## config.mk

```make
export PLATFORM = sky130hd
export DESIGN_NAME = mem_slice
export DESIGN_NICKNAME = d
export VERILOG_FILES = /design/src/rtl/cpu_pkg.sv /design/src/rtl/mem_ctrl.sv /design/src/rtl/mem_slice.sv
export SDC_FILE = /design/constraint.sdc
export NUM_CORES = 1
export LEC_CHECK = 0
export CAP_MARGIN = 5
export CORE_UTILIZATION = 25
export DETAILED_ROUTE_END_ITERATION = 10
export DONT_BUFFER_PORTS = 1
export HOLD_SLACK_MARGIN = 0.15
export REMOVE_ABC_BUFFERS = 1
export SKIP_LAST_GASP = 1
export SLEW_MARGIN = 15
export SYNTH_ARGS = -nofsm -noshare
export SYNTH_HDL_FRONTEND = slang
export SYNTH_SLANG_ARGS = --single-unit
```

## constraint.sdc

```tcl
create_clock -name clk -period 2.3 [get_ports clk]
set_clock_uncertainty 0.1 [all_clocks]
set_input_delay 0.46 -clock clk [delete_from_list [all_inputs] [get_ports clk]]
set_output_delay 0.46 -clock clk [all_outputs]
set_load 0.01 [all_outputs]
```

## src/rtl/cpu_pkg.sv

```systemverilog
// Shared CPU definitions: memory-stage FSM states, control-field bit positions
// and the data-memory timeout limit.
package cpu_pkg;

  typedef enum logic [1:0] {
    IDLE,
    ACCESS,
    DONE
  } mem_state_t;

  localparam int unsigned WB_W        = 7;
  localparam int unsigned M_W         = 2;
  localparam int unsigned DATA_W      = 16;

  localparam int unsigned WB_REGWRITE = 6;
  localparam int unsigned WB_MEMTOREG = 5;
  localparam int unsigned WB_OPAQUE   = 4;
  localparam int unsigned WB_RD_MSB   = 3;
  localparam int unsigned WB_RD_LSB   = 0;

  localparam int unsigned M_READ      = 1;
  localparam int unsigned M_WRITE     = 0;

  localparam logic [7:0]  MEM_TIMEOUT = 8'd255;

endpackage

```

## src/rtl/mem_ctrl.sv

```systemverilog
// Data-memory access sequencer: IDLE -> ACCESS -> DONE with a bounded wait
// counter, captured load data and a sticky timeout flag.
module mem_ctrl
  import cpu_pkg::*;
(
  input  logic              clk,
  input  logic              rst_n,
  input  logic              load,
  input  logic [M_W-1:0]    m,
  input  logic [DATA_W-1:0] addr,
  input  logic [DATA_W-1:0] data,
  input  logic              mem_ready,
  input  logic [DATA_W-1:0] mem_rdata,
  output logic              mem_req,
  output logic              mem_we,
  output logic [DATA_W-1:0] mem_addr,
  output logic [DATA_W-1:0] mem_wdata,
  output logic              mem_stall,
  output logic [DATA_W-1:0] rdata,
  output logic              mem_err
);

  mem_state_t state;
  logic [7:0] wait_cnt;
  logic       served;

  // served marks the held instruction as already accessed, so a downstream
  // stall through DONE cannot restart the same access from IDLE.
  always_ff @(posedge clk or negedge rst_n) begin
    if (!rst_n) begin
      state    <= IDLE;
      wait_cnt <= '0;
      mem_req  <= 1'b0;
      rdata    <= '0;
      mem_err  <= 1'b0;
      served   <= 1'b0;
    end else begin
      if (load) served <= 1'b0;
      case (state)
        IDLE: begin
          if (m != '0 && !served) begin
            state    <= ACCESS;
            wait_cnt <= '0;
            mem_req  <= 1'b1;
          end
        end
        ACCESS: begin
          if (mem_ready) begin
            state   <= DONE;
            mem_req <= 1'b0;
            served  <= 1'b1;
            if (!m[M_WRITE]) rdata <= mem_rdata;
          end else if (wait_cnt == MEM_TIMEOUT) begin
            state   <= DONE;
            mem_req <= 1'b0;
            served  <= 1'b1;
            mem_err <= 1'b1;
            if (!m[M_WRITE]) rdata <= '1;
          end else begin
            wait_cnt <= wait_cnt + 8'd1;
          end
        end
        DONE: state <= IDLE;
        default: begin
          state   <= IDLE;
          mem_req <= 1'b0;
        end
      endcase
    end
  end

  always_comb begin
    mem_stall = (state == ACCESS) || (state == IDLE && m != '0 && !served);
    mem_we    = mem_req & m[M_WRITE];
    mem_addr  = addr;
    mem_wdata = data;
  end

endmodule

```

## src/rtl/mem_slice.sv

```systemverilog
// MEM pipeline stage: EX/MEM register with stall/flush, data-memory
// sequencer and the writeback data select.
module mem_slice
  import cpu_pkg::*;
(
  input  logic              clk,
  input  logic              rst_n,
  input  logic              stall_in,
  input  logic              flush_in,
  input  logic [WB_W-1:0]   WB_in,
  input  logic [M_W-1:0]    M_in,
  input  logic [DATA_W-1:0] addr_in,
  input  logic [DATA_W-1:0] data_in,
  input  logic [DATA_W-1:0] result_in,
  output logic              mem_req,
  output logic              mem_we,
  output logic [DATA_W-1:0] mem_addr,
  output logic [DATA_W-1:0] mem_wdata,
  input  logic [DATA_W-1:0] mem_rdata,
  input  logic              mem_ready,
  output logic              mem_stall,
  output logic [WB_W-1:0]   WB,
  output logic [DATA_W-1:0] result,
  output logic [DATA_W-1:0] rdata,
  output logic [DATA_W-1:0] wb_data,
  output logic              mem_err
);

  logic [M_W-1:0]    m_q;
  logic [DATA_W-1:0] addr_q;
  logic [DATA_W-1:0] data_q;
  logic              load_en;

  assign load_en = !stall_in && !mem_stall;

  always_ff @(posedge clk or negedge rst_n) begin
    if (!rst_n) begin
      WB     <= '0;
      m_q    <= '0;
      addr_q <= '0;
      data_q <= '0;
      result <= '0;
    end else if (load_en) begin
      WB     <= flush_in ? '0 : WB_in;
      m_q    <= flush_in ? '0 : M_in;
      addr_q <= addr_in;
      data_q <= data_in;
      result <= result_in;
    end
  end

  mem_ctrl u_mem_ctrl (
    .clk       (clk),
    .rst_n     (rst_n),
    .load      (load_en),
    .m         (m_q),
    .addr      (addr_q),
    .data      (data_q),
    .mem_ready (mem_ready),
    .mem_rdata (mem_rdata),
    .mem_req   (mem_req),
    .mem_we    (mem_we),
    .mem_addr  (mem_addr),
    .mem_wdata (mem_wdata),
    .mem_stall (mem_stall),
    .rdata     (rdata),
    .mem_err   (mem_err)
  );

  assign wb_data = WB[WB_MEMTOREG] ? rdata : result;

endmodule

```

* After elaboration in Yosys (flattened, before gate mapping)
Index checks and enable logic that the tools add are counted.
** Operators by class
- Reduce and logical (&&, ||, !) cells :: 17
- $add $sub $neg :: 1
- Muxes and demuxes :: 23
- Equal/unequal tests :: 7
- Bitwise operators :: 4
** Operators with widths (count)
- 2-to-1 mux 16 bit :: 5
- 2-to-1 mux 8 bit :: 3
- case mux 8 bit (2 select lines) :: 1
- AND reduction 3 bit :: 3
- adder 8 x 1 -> 8 bit (second input constant) :: 1
- == test 8 bit (second input constant) :: 1
- 2-to-1 mux 2 bit :: 4
- 2-to-1 mux 1 bit :: 7
- 2-to-1 mux 7 bit :: 1
- nonzero test 2 bit :: 3
- logical AND 1 bit :: 4
- != test 2 bit (second input constant) :: 2
- case mux 2 bit (2 select lines) :: 1
- AND reduction 4 bit :: 1
- zero test 1 bit :: 3
- != test 3 x 2 -> 1 bit (second input constant) :: 1
- NOT 1 bit :: 3
- case mux 1 bit (3 select lines) :: 1
- == test 2 x 1 -> 1 bit (second input constant) :: 1
- == test 2 bit (second input constant) :: 1
- zero test 2 bit :: 1
- != test 2 x 1 -> 1 bit (second input constant) :: 1
- AND reduction 2 bit :: 1
- AND 1 bit :: 1
- logical OR 1 bit :: 1
** Storage, ports and cells
- Word-level logic and storage cells :: 63
- Output and inout bits :: 91
- Input bits :: 78
- Register bits after elaboration :: 86

* Logic depth before layout (Yosys ltp)
- Word-level depth :: 10
- Gate-level depth with buffers :: 7
- Mapped depth without buffers :: 6

* By module
From an unflattened synthesis, not the netlist that was laid out.
** Unflattened totals
- Cell total of the unflattened synthesis :: 291
- Area, all modules :: 3915.0 µm²
** Modules (own cells, without submodules)
- mem_slice :: area each 2408.6 µm², cells each 158, instances 1, seq. area each 1426.4 µm²
- mem_ctrl :: area each 1506.4 µm², cells each 133, instances 1, seq. area each 725.7 µm²

* Worst setup path after synthesis
OpenSTA, ideal clock, no wires.
- Kind :: register to output
- From :: register WB[5]
- To :: output port wb_data[10]
- Arrival time :: 1.413 ns
- Path slack :: 0.327 ns
- Buffers on the path :: 2
- Data required time :: 1.740 ns
- Stages on the path, launching flop included :: 4
- Cells stage by stage :: dfrtp_1 -> clkbuf_1 -> buf_1 -> mux2_2
** Between the ends
- Cells in the longest elaborated chain, start to end :: 1
** Ends and longest elaborated chain
- from (decl) :: RTL line mem_slice.sv:22 : output logic [WB_W-1:0] WB,
- from (signal assigned) :: RTL line mem_slice.sv:44 : WB <= flush_in ? '0 : WB_in;
- 2-to-1 mux 16 bit :: RTL line mem_slice.sv:70 : assign wb_data = WB[WB_MEMTOREG] ? rdata : result;
- to (decl) :: RTL line mem_slice.sv:25 : output logic [DATA_W-1:0] wb_data,
No other way between the ends.

* Worst setup path after layout
- From :: register m_q[0]
- To :: register WB[3]
** Between the ends
- Cells in the longest elaborated chain, start to end :: 6
** Ends and longest elaborated chain
- from (decl) :: RTL line mem_slice.sv:29 : logic [M_W-1:0] m_q;
- from (signal assigned) :: RTL line mem_slice.sv:45 : m_q <= flush_in ? '0 : M_in;
- nonzero test 2 bit :: RTL line mem_ctrl.sv:73 : mem_stall = (state == ACCESS) || (state == IDLE && m != '0 && !served);
- logical AND 1 bit (2 in a row) :: RTL line mem_ctrl.sv:73
- logical OR 1 bit :: RTL line mem_ctrl.sv:73
- zero test 1 bit :: RTL line mem_slice.sv:34 : assign load_en = !stall_in && !mem_stall;
- logical AND 1 bit :: RTL line mem_slice.sv:34
No other way between the ends.
A chain may end at the register's enable or synchronous reset.

==> metrics.yaml <==
routabilityCongestion: 0.798
hold_viol: 86
slew_headroom_pct: 56.9
placement.io_buffers: 0
met2_usage_pct: 19.1
cp-start-kind: "register"
ys_seq_area_share_pct: 59.5
synth_most_common_cell: "dfrtp_1"
final_max_slew_viol_count: 0
overflow: 0
power_density_nw_per_um2: 1400
syn_inst: 266
critPathMaxFanout: 20
synth_area_leaders: "dfrtp_1 59%, mux2_2 20%, o22a_1 4.4%"
synthFlopType: "dfrtp_1"
status: "finished, violations left"
synth_commonest_cells: "86 x dfrtp_1, 64 x mux2_2, 18 x o22a_1"
holdWs_ns: -0.287
max_clock_freq_ghz: 0.464
synth.largest_area_cell: "dfrtp_1"
power_leakage_uw: 0.00185
ir_drop_mv: 0.577
die_w_um: 122
worstMarginPinSlew_ns: 0.645
track_usage_pct: 11.4
met1_usage_pct: 12.7
crit_required_ns: 2.42
clk_latency_ns: 0.34
synth_top_area_share_pct: 59.5
period_needed_ns: 2.16
synth_edf_count: 0
drc: 0
syn_area_um2: 3620
finalCritPeriodShare_pct: 93.7
grt_first_pass_wirelength_um: 12700
ys_types: 35
dp_hpwl_um: 5470
num_vias: 2348
arrival_ns: 2.28
synth.ff_latch_count: 86
hold_class: "input pin to async pin"
crit_path_end_kind: "register"
clock_path_buffers: 2
finalPower_uw: 6280
grt_use_met3_pct: 3.90
io_pins: 169
area_growth_pct: 24.4
antennaDiodeCount: 0
path_class: "register to register"
tns_ns: 0
rsz0062_at_grt: "false"
h-tree-depth: 3
grt.busiest_layer: "met2"
row_count: 43
async_flop_share_pct: 100
setup_violations: 0
routedWlPerCell_um: 17.1
violations: "negative hold slack"
tritoncts: "built"
root_buffer: "clkbuf_16"
die_y_um: 122
clk_pin_slew_worst_paths_ns: 0.07
core_um2: 14000
antenna_found_initial: 0
cts_buffers: 9
grt_pass1_vias: 2585
finalWirelength_um: 8390
dpl_cell_area_um2: 3810
die_area_um2: 15000
ant_nets: 0
syn_area_per_cell_um2: 13.6
initial_utilization_pct: 25.9
place_ws_ns: 0.369
via_per_inst: 4.78
final_area_um2: 4500
grt_start_max_net_pins: 87
first_iter_violations: 23
drv_cap: 0
drive_above_1_share_pct: 28.9
final.setup.worst_slack_ns: 0.145
nets: 385
drt_pass1_iterations: 4
synth.yosys.warnings: 0
clock-sinks: 86
metrics by stage:
| step | util, % | cells |
|---|---|---|
| floorplan | - | 250 |
| global placement | 27.2 | 434 |
| detailed placement | 27.2 | 434 |
| CTS | 31.9 | 487 |
| global route | 32.2 | 491 |
| finish | 32.2 | 491 |
power by group:
group,total (uW),switching (uW),internal (uW)
Clock,1370,626,745
Sequential,3090,884,2210
Combinational,1820,832,991
Total,6280,2340,3940
worst paths after layout:
check                              start             endpoint  cells past startpoint  slack, ns
max                               m_q[0]                WB[3]                      6       0.14
min                                rst_n           addr_q[12]                      0      -0.29
max reg2reg                       m_q[0]                WB[3]                      6       0.14
min reg2reg                       m_q[1]               m_q[1]                      2       0.42
max in group asynchronous          rst_n  u_mem_ctrl.rdata[6]                      0       2.28
min in group clk           result_in[14]           result[14]                      1       0.17
routing by layer:
| layer | routed length, um | part of all wire (%) | vias to the layer above |
|---|---|---|---|
| li1 | - | - | 1057 |
| met1 | 3470 | 41 | 1181 |
| met2 | 4190 | 50 | 98 |
| met3 | 569 | 6.8 | 12 |
| met4 | 164 | 2.0 | 0 |
| met5 | 0 | 0 | - |
timing repair:
item	CTS	global route
setup endpoints to repair	0	0
hold endpoints to repair	125	90
gates resized for setup	0	0
buffers inserted	0	0
hold buffers	37	4
layout make-up:
cell class / count / area (um2)
fillers: 1380 / 9490
flip-flops and latches: 86 / 2150
multi-input cells: 152 / 1350
repair buffers: 45 / 453
clock buffers: 9 / 225
well taps: 180 / 225
clock inverters: 7 / 56.3
inverters: 12 / 45.0
cell usage in the layout, fill, tap and decap left out, types with 2 or more instances in the layout:
cell,Yosys,layout
dlygate4sd3_1,0,41
o41ai_1,9,9
nand2_1,4,4
nor4_1,3,3
o22a_1,18,18
clkbuf_16,0,9
o21bai_1,2,2
inv_6,0,3
o21ai_0,16,16
dfrtp_1,86,86
nand3_1,5,5
buf_4,2,3
nor2_1,5,4
clkinv_4,0,2
and3_1,4,4
nor2b_1,3,3
nand2b_1,2,2
mux2_2,64,64
inv_1,12,12
critical path, cell delays in order, from the launching register on:
cell and delay (ns):
dfrtp_1 0.43, o21bai_1 0.31, a21oi_2 0.13, buf_4 0.22
o21ai_0 0.19, o41ai_1 0.10, dlygate4sd3_1 0.56
cell families (layout without fill, tap and decap cells):
group / count (synthesis) / count (layout) / share of synthesized area [%]
AO/OA/AOI/OAI: 55 / 55 / 11.6
adder cells (fa/ha/maj): 1 / 1 / 0.346
buffers and inverters: 28 / 73 / 3.66
AND/OR/NAND/NOR: 32 / 32 / 5.01
flip-flops: 86 / 86 / 59.5
multiplexers: 64 / 64 / 19.9
flip-flops by register name (all words and copies together), names as in the netlist:
name	cells
u_mem_ctrl.mem_err	1
addr_q	16
result	16
u_mem_ctrl.state	2
u_mem_ctrl.mem_req	1
u_mem_ctrl.served	1
u_mem_ctrl.rdata	16
u_mem_ctrl.wait_cnt	8
m_q	2
data_q	16
WB	7
Power figures use the tool's default switching activity.
